**config.mk**
```make
export PLATFORM = sky130hd
export DESIGN_NAME = lsp_prev_compose
export DESIGN_NICKNAME = d
export VERILOG_FILES = /design/src/rtl/lsp_prev_compose_pkg.sv /design/src/rtl/lsp_prev_compose.sv
export SDC_FILE = /design/constraint.sdc
export NUM_CORES = 1
export LEC_CHECK = 0
export BUFFER_PORTS_ARGS = -buffer_cell sky130_fd_sc_hd__buf_4
export CELL_PAD_IN_SITES_DETAIL_PLACEMENT = 2
export CELL_PAD_IN_SITES_GLOBAL_PLACEMENT = 2
export CORE_ASPECT_RATIO = 0.75
export CORE_UTILIZATION = 18
export DETAILED_ROUTE_END_ITERATION = 8
export GPL_TIMING_DRIVEN = 0
export HOLD_SLACK_MARGIN = 0.02
export PLACE_DENSITY_LB_ADDON = 0.1
export SETUP_SLACK_MARGIN = 0.05
export SYNTH_ARGS = -nofsm -noshare
export SYNTH_HDL_FRONTEND = slang
export SYNTH_SLANG_ARGS = --single-unit
```
**constraint.sdc**
```tcl
create_clock -name clk -period 2.5 [get_ports clk]
set_input_delay 0.75 -clock clk [delete_from_list [all_inputs] [get_ports clk]]
set_output_delay 0.75 -clock clk [all_outputs]
set_load 0.01 [all_outputs]
```
**src/rtl/lsp_prev_compose_pkg.sv**
```systemverilog
// Constants and FSM state encoding shared by the LSP previous-frame extraction and compose blocks.
// M coefficients per frame, MA_NP MA-predictor taps.
package lsp_prev_compose_pkg;

   localparam int M     = 10;
   localparam int MA_NP = 4;

   typedef enum logic [2:0] {
      IDLE    = 3'd0,
      FETCH_J = 3'd1,
      MULT    = 3'd2,
      FETCH_K = 3'd3,
      MAC     = 3'd4,
      WRITE   = 3'd5
   } state_t;

endpackage

```
**src/rtl/lsp_prev_compose.sv**
```systemverilog
// Rebuilds lsp[j] = extract_h(lsp_ele[j]*fg_sum[j] + sum_k freq_prev[k][j]*fg[k][j]) via the shared arithmetic units.
// 12 cycles per coefficient, done in cycle 121 after start; no backpressure, start is ignored while busy.
module lsp_prev_compose
   import lsp_prev_compose_pkg::*;
(
   input  logic        clk,
   input  logic        reset,
   input  logic        start,
   output logic        done,
   input  logic [11:0] lspeleAddr,
   input  logic [11:0] freq_prevAddr,
   input  logic [11:0] lspAddr,
   input  logic [11:0] fgAddr,
   input  logic [11:0] fgSumAddr,
   output logic [11:0] readAddr,
   input  logic [31:0] readIn,
   output logic [11:0] constantMemAddr,
   input  logic [31:0] constantMemIn,
   output logic [11:0] writeAddr,
   output logic [31:0] writeOut,
   output logic        writeEn,
   output logic [15:0] L_mult_a,
   output logic [15:0] L_mult_b,
   input  logic [31:0] L_mult_in,
   output logic [15:0] L_mac_a,
   output logic [15:0] L_mac_b,
   output logic [31:0] L_mac_c,
   input  logic [31:0] L_mac_in,
   output logic [15:0] add_a,
   output logic [15:0] add_b,
   input  logic [15:0] add_in
);

   state_t      state, state_nxt;
   logic [15:0] j, j_nxt;
   logic [15:0] k, k_nxt;
   logic [31:0] l_acc, l_acc_nxt;

   // Base-address low bits are replaced by the j/k indices; operand high halves are don't-care.
   logic unused_bits;
   assign unused_bits = &{1'b0, lspeleAddr[3:0], freq_prevAddr[5:0], lspAddr[3:0],
                          fgAddr[5:0], fgSumAddr[3:0], readIn[31:16], constantMemIn[31:16]};

   always_ff @(posedge clk) begin
      if (reset) begin
         state <= IDLE;
         j     <= '0;
         k     <= '0;
         l_acc <= '0;
      end else begin
         state <= state_nxt;
         j     <= j_nxt;
         k     <= k_nxt;
         l_acc <= l_acc_nxt;
      end
   end

   always_comb begin
      state_nxt       = state;
      j_nxt           = j;
      k_nxt           = k;
      l_acc_nxt       = l_acc;
      done            = 1'b0;
      readAddr        = '0;
      constantMemAddr = '0;
      writeAddr       = '0;
      writeOut        = '0;
      writeEn         = 1'b0;
      L_mult_a        = '0;
      L_mult_b        = '0;
      L_mac_a         = '0;
      L_mac_b         = '0;
      L_mac_c         = '0;
      add_a           = '0;
      add_b           = '0;

      case (state)
         IDLE: begin
            if (start) state_nxt = FETCH_J;
         end
         FETCH_J: begin
            if (j == 16'(M)) begin
               done      = 1'b1;
               j_nxt     = '0;
               state_nxt = IDLE;
            end else begin
               readAddr        = {lspeleAddr[11:4], j[3:0]};
               constantMemAddr = {fgSumAddr[11:4], j[3:0]};
               state_nxt       = MULT;
            end
         end
         MULT: begin
            L_mult_a  = readIn[15:0];
            L_mult_b  = constantMemIn[15:0];
            l_acc_nxt = L_mult_in;
            k_nxt     = '0;
            state_nxt = FETCH_K;
         end
         FETCH_K: begin
            if (k == 16'(MA_NP)) begin
               state_nxt = WRITE;
            end else begin
               readAddr        = {freq_prevAddr[11:6], k[1:0], j[3:0]};
               constantMemAddr = {fgAddr[11:6], k[1:0], j[3:0]};
               state_nxt       = MAC;
            end
         end
         MAC: begin
            L_mac_a   = readIn[15:0];
            L_mac_b   = constantMemIn[15:0];
            L_mac_c   = l_acc;
            l_acc_nxt = L_mac_in;
            add_a     = k;
            add_b     = 16'd1;
            k_nxt     = add_in;
            state_nxt = FETCH_K;
         end
         WRITE: begin
            writeAddr = {lspAddr[11:4], j[3:0]};
            writeOut  = {16'd0, l_acc[31:16]};
            writeEn   = 1'b1;
            add_a     = j;
            add_b     = 16'd1;
            j_nxt     = add_in;
            state_nxt = FETCH_J;
         end
         default: state_nxt = IDLE;
      endcase
   end

endmodule
```
# [Word level (Yosys, flattened, before mapping)]
# Index checks and enable logic that the tools add are counted.
[word_totals] wordCells=45 output_inout_bits=198 regBits=67
[classes] n_reduce_logical=6 muxes=26 eq_ne=9
[ops] cell="16-bit two-way mux" count=6
[ops] cell="16-bit one-hot mux with 2 select lines" count=3
[ops] cell="32-bit one-hot mux with 2 select lines" count=1
[ops] cell="12-bit two-way mux" count=5
[ops] cell="12-bit one-hot mux with 2 select lines" count=2
[ops] cell="32-bit two-way mux" count=1
[ops] cell="16-bit by 3-bit == test with 1-bit output, second input constant" count=1
[ops] cell="16-bit by 4-bit == test with 1-bit output, second input constant" count=1
[ops] cell="3-bit one-hot mux with 5 select lines" count=1
[ops] cell="3-bit by 2-bit == test with 1-bit output, second input constant" count=2
[ops] cell="3-bit == test, second input constant" count=2
[ops] cell="1-bit two-way mux" count=5
[ops] cell="2-bit inequality test, second input constant" count=2
[ops] cell="2-bit nonzero test" count=2
[ops] cell="2-bit OR reduction" count=2
[ops] cell="3-bit by 1-bit == test with 1-bit output, second input constant" count=1
[ops] cell="3-bit zero test" count=1
[ops] cell="3-bit two-way mux" count=1
[ops] cell="2-bit two-way mux" count=1
[ops] cell="2-bit AND reduction" count=1

# [Depth between registers and ports, before layout]
[logic_depth] ltp_word=3 ltp_mapped=8 mapped_depth_nobuf=5

# [Least setup slack after synthesis]
# No wires, ideal clock.
[synth_timing] path_type="reg-to-output" start="register state[1]" end="output readAddr[0]" required_time_ns=1.750 path_slack_ns=0.099 arrival_ns=1.651 path_stages_with_launch=7 path_cell_list="dfxtp_1 > buf_4 > or3b_4 > a41oi_4 > nor2_1 > nor2b_1 > buf_4"
[synth_between] elab_chain_cells=2 word_cells_on_any_way=3
[synth_lines] item="start, declared" line="lsp_prev_compose.sv:34" rtl="state_t state, state_nxt;"
[synth_lines] item="start signal, assigned" line="lsp_prev_compose.sv:51" rtl="state <= state_nxt;"
[synth_lines] item="3-bit by 2-bit == test with 1-bit output / 3-bit by 1-bit == test with 1-bit output (equally long branches)" line="lsp_prev_compose.sv:77" rtl="case (state)"
[synth_lines] item="12-bit one-hot mux with 2 select lines *" line="lsp_prev_compose.sv:77"
[synth_lines] item="end, declared" line="lsp_prev_compose.sv:15" rtl="output logic [11:0] readAddr,"
# Every way passes the cells marked *; elsewhere a longest branch is shown, timed or not.

# [Worst setup path in the final report]
[layout_timing] start="register state[0]" end="output readAddr[0]"
# The elaborated chain is that of the path after synthesis.

==> key figures <==
Status
  • Outcome: finished with violations
  • Violated checks: negative setup slack

STA
  • Max Fclk: 355 MHz
  • Slew Limit Fails: 0
  • Period utilisation layout: 113%
  • Final setup margin: -0.317 ns
  • RSZ-0062 raised after global routing: yes
  • Final setup viols: 148
  • Final min period: 2.82 ns
  • WHS: 0.491 ns
  • Final Hold Fails: 0
  • Clock Skew: 0.00472 ns
  • Worst Tran Pin Value: 0.748 ns
  • Max_slew headroom: 50.2%

Place
  • Pre-CTS setup slack: -0.475 ns
  • Port Buf Inserts: 316
  • Placed cell area: 0.00715 mm²
  • Final Wtd Congestion: 0.811
  • Hpwl dp: 18900 µm

Finish
  • Area grow syn2layout: 118%
  • Footprint of the multi-input gates: 0.00300 mm²
  • FF+latch area: 0.00135 mm²
  • Share of layout cells above drive strength 1: 63.6%
  • Post-route cell area: 0.00937 mm²
  • # fillers: 2543
  • Nets: 1169

Critical path
  • CP Cell Sequence: buf_6 -> or3b_4 -> a41oi_4 -> nor2_2 -> nor2b_1 -> buf_4 -> buf_4
  • Worst path arrival time: 2.07 ns
  • CP max-delay cell: or3b_4
  • CP bufs+invs: 3
  • Slowest stage delay, CP: 0.41 ns
  • Worst R2R Setup Slack: 0.32 ns
  • Crit Path Category: flop to primary output
  • Critical path startpoint category: flop
  • Crit path required time: 1.75 ns
  • Critical path's most frequent cell: buf_4
  • Largest delay share family, worst path: simple AND/OR/NAND/NOR gates
  • Worst Path Max Fanout: 5
  • Crit. End Element: primary output

Job
  • Maxcap violations: 0

Synthesis
  • Area of the mapped netlist: 0.00429 mm²
  • Warnings, synthesis: 0
  • Asr flop ratio synth: 0%
  • Avg Cell Area, Syn: 8.15 µm²
  • Ys flop type: dfxtp_1
  • Area leader, netlist: dfxtp_1
  • Synth area leaders: dfxtp_1, and2_1, mux2i_1
  • Synth Register Bits: 67
  • Post-synth EDFFs: 0
  • Synth unique cells: 32
  • Synth Instances: 527
  • Post-synth top area share: 31.2%
  • Sequential cell area fraction in the yosys report: 31.2%

Floorplan
  • Initial Util: 18.5%
  • Ports: 405
  • Die Ht: 136 µm
  • Die Area: 0.0245 mm²
  • Placeable Area: 0.0232 mm²
  • Num rows: 48
  • Die width: 180 µm

Clock tree
  • CTS buffer count: 9
  • Worst skew pair latency: 0.35 ns
  • Clock sinks: 67
  • Htree depth: 3
  • CTS tree: done
  • CTS Buffer Depth: 2
  • Clock-pin slew on the worst setup and hold paths: 0.06 ns
  • Clock root cell: clkbuf_16
  • Hold-fix buffers at CTS: 0

Route
  • Number of nets with antenna violations after routing: 0
  • Initial DRT Pass Iterations: 4
  • Routed vias: 5503
  • DRT iter0 DRCs: 132
  • Final WL: 26400 µm
  • Vias per cell: 4.34
  • Drc violations: 0
  • WL/cell: 20.8 µm

Power
  • Final Total Pwr: 3.50 mW
  • IR drop worst, VDD: 279 µV
  • PwrDens: 374 mW/mm²
  • Leak: 4.38 nW

Hold path
  • HP Class: flop to flop

GRT
  • Grt ovf: 0
  • Largest net degree at the start of global routing: 13
  • First-pass GRT wire length: 35900 µm
  • GRT Resource Usage Total: 19.4%
  • Number of global-route vias before repair: 5755
  • Number of antenna violations at the first check in global routing: 1
[worst reg2reg max path: stages, from the launching register on]
cell and delay (ns):
dfxtp_2 0.32, buf_6 0.12, buf_4 0.13, buf_6 0.11, nor3b_4 0.24, buf_6 0.22, buf_6 0.13, buf_12 0.11
buf_4 0.17, buf_6 0.20, mux2i_1 0.10, a211oi_1 0.26
[sequential cells by signal, indices dropped and copies added (netlist names)]
| name | flops |
|---|---|
| l_acc | 32 |
| j | 16 |
| k | 16 |
| state | 3 |
[layer usage]
| metal | GRT usage (%) | routed length (µm) | up-vias |
|---|---|---|---|
| li1 | - | - | 2593 |
| met1 | 22.7 | 10900 | 2682 |
| met2 | 35.4 | 13700 | 198 |
| met3 | 4.62 | 1290 | 30 |
| met4 | 5.37 | 507 | 0 |
| met5 | 0 | 0 | - |
[report_power, final]
| part | total [mW] | switching (mW) | internal, mW |
|---|---|---|---|
| Sequential | 1.15 | 0.0332 | 1.11 |
| Combinational | 0.948 | 0.388 | 0.560 |
| Clock | 1.40 | 0.534 | 0.870 |
| Total | 3.50 | 0.956 | 2.54 |
[timing repair]
action                                  CTS  global route
hold endpoints to repair                  0             0
cloned                                    4            11
setup buffers                            22            43
endpoints found under the setup margin  164           163
resized for setup                       129           243
pin swaps                                25            65
[cells by family (layout without fill, tap and decap cells)]
group / Yosys count / in the layout / synth area share (%)
multiplexers: 45 / 45 / 10.5
buffers and inverters: 81 / 491 / 11.5
AO/OA/AOI/OAI: 89 / 89 / 15.6
AND/OR/NAND/NOR: 244 / 244 / 31.0
other: 1 / 32 / 0.0873
flip-flops: 67 / 67 / 31.2
[cells in the mapped netlist, types with 3 or more instances]
| master | instances |
|---|---|
| mux2i_1 | 45 |
| nor4_1 | 5 |
| buf_6 | 4 |
| nand2_1 | 29 |
| buf_4 | 38 |
| clkbuf_1 | 20 |
| buf_2 | 15 |
| a22o_1 | 16 |
| dfxtp_1 | 67 |
| a22oi_1 | 18 |
| nor4b_2 | 3 |
| nor2_1 | 65 |
| a211oi_1 | 32 |
| a21oi_1 | 16 |
| a21o_1 | 4 |
| nor2b_1 | 5 |
| and2_1 | 124 |
[cells in the final DEF, fill, tap and decap left out, types with 18 or more instances in the layout]
master    instances
buf_6           143
buf_4           286
a211oi_1         32
conb_1           31
and2_4          109
a22oi_1          18
nor2_1           63
dfxtp_1          61
nand2_1          29
mux2i_1          45
[worst paths after layout]
kind | startpoint | end | cells past startpoint
setup / recovery | state[0] | readAddr[0] | 7
hold / removal | j[7] | j[7] | 2
setup reg to reg | state[0] | l_acc[15] | 11
hold reg to reg | j[7] | j[7] | 2
[through the flow]
step           utilization (%)  setup TNS, ns  instances
6_report                  40.4         -18.15       1268
5_1_grt                   40.4         -28.09       1268
4_1_cts                   35.2         -25.42       1215
3_5_place_dp              30.9         -16.68       1173
3_3_place_gp              30.9         -12.10       1173
2_1_floorplan                -              0        557
[area by class of cell]
| cell class | instances | share of cell area [%] |
|---|---|---|
| antenna | 1 | 0.0267 |
| inverter | 3 | 0.254 |
| multi-input combinational | 409 | 32.1 |
| timing repair inverter | 1 | 0.0935 |
| tap | 300 | 4.01 |
| clock inverter | 7 | 0.988 |
| timing repair buffer | 394 | 38.8 |
| clock buffer | 9 | 2.40 |
| buffer | 77 | 6.96 |
| sequential | 67 | 14.4 |
Note: power is estimated with default switching activity, not from simulation.
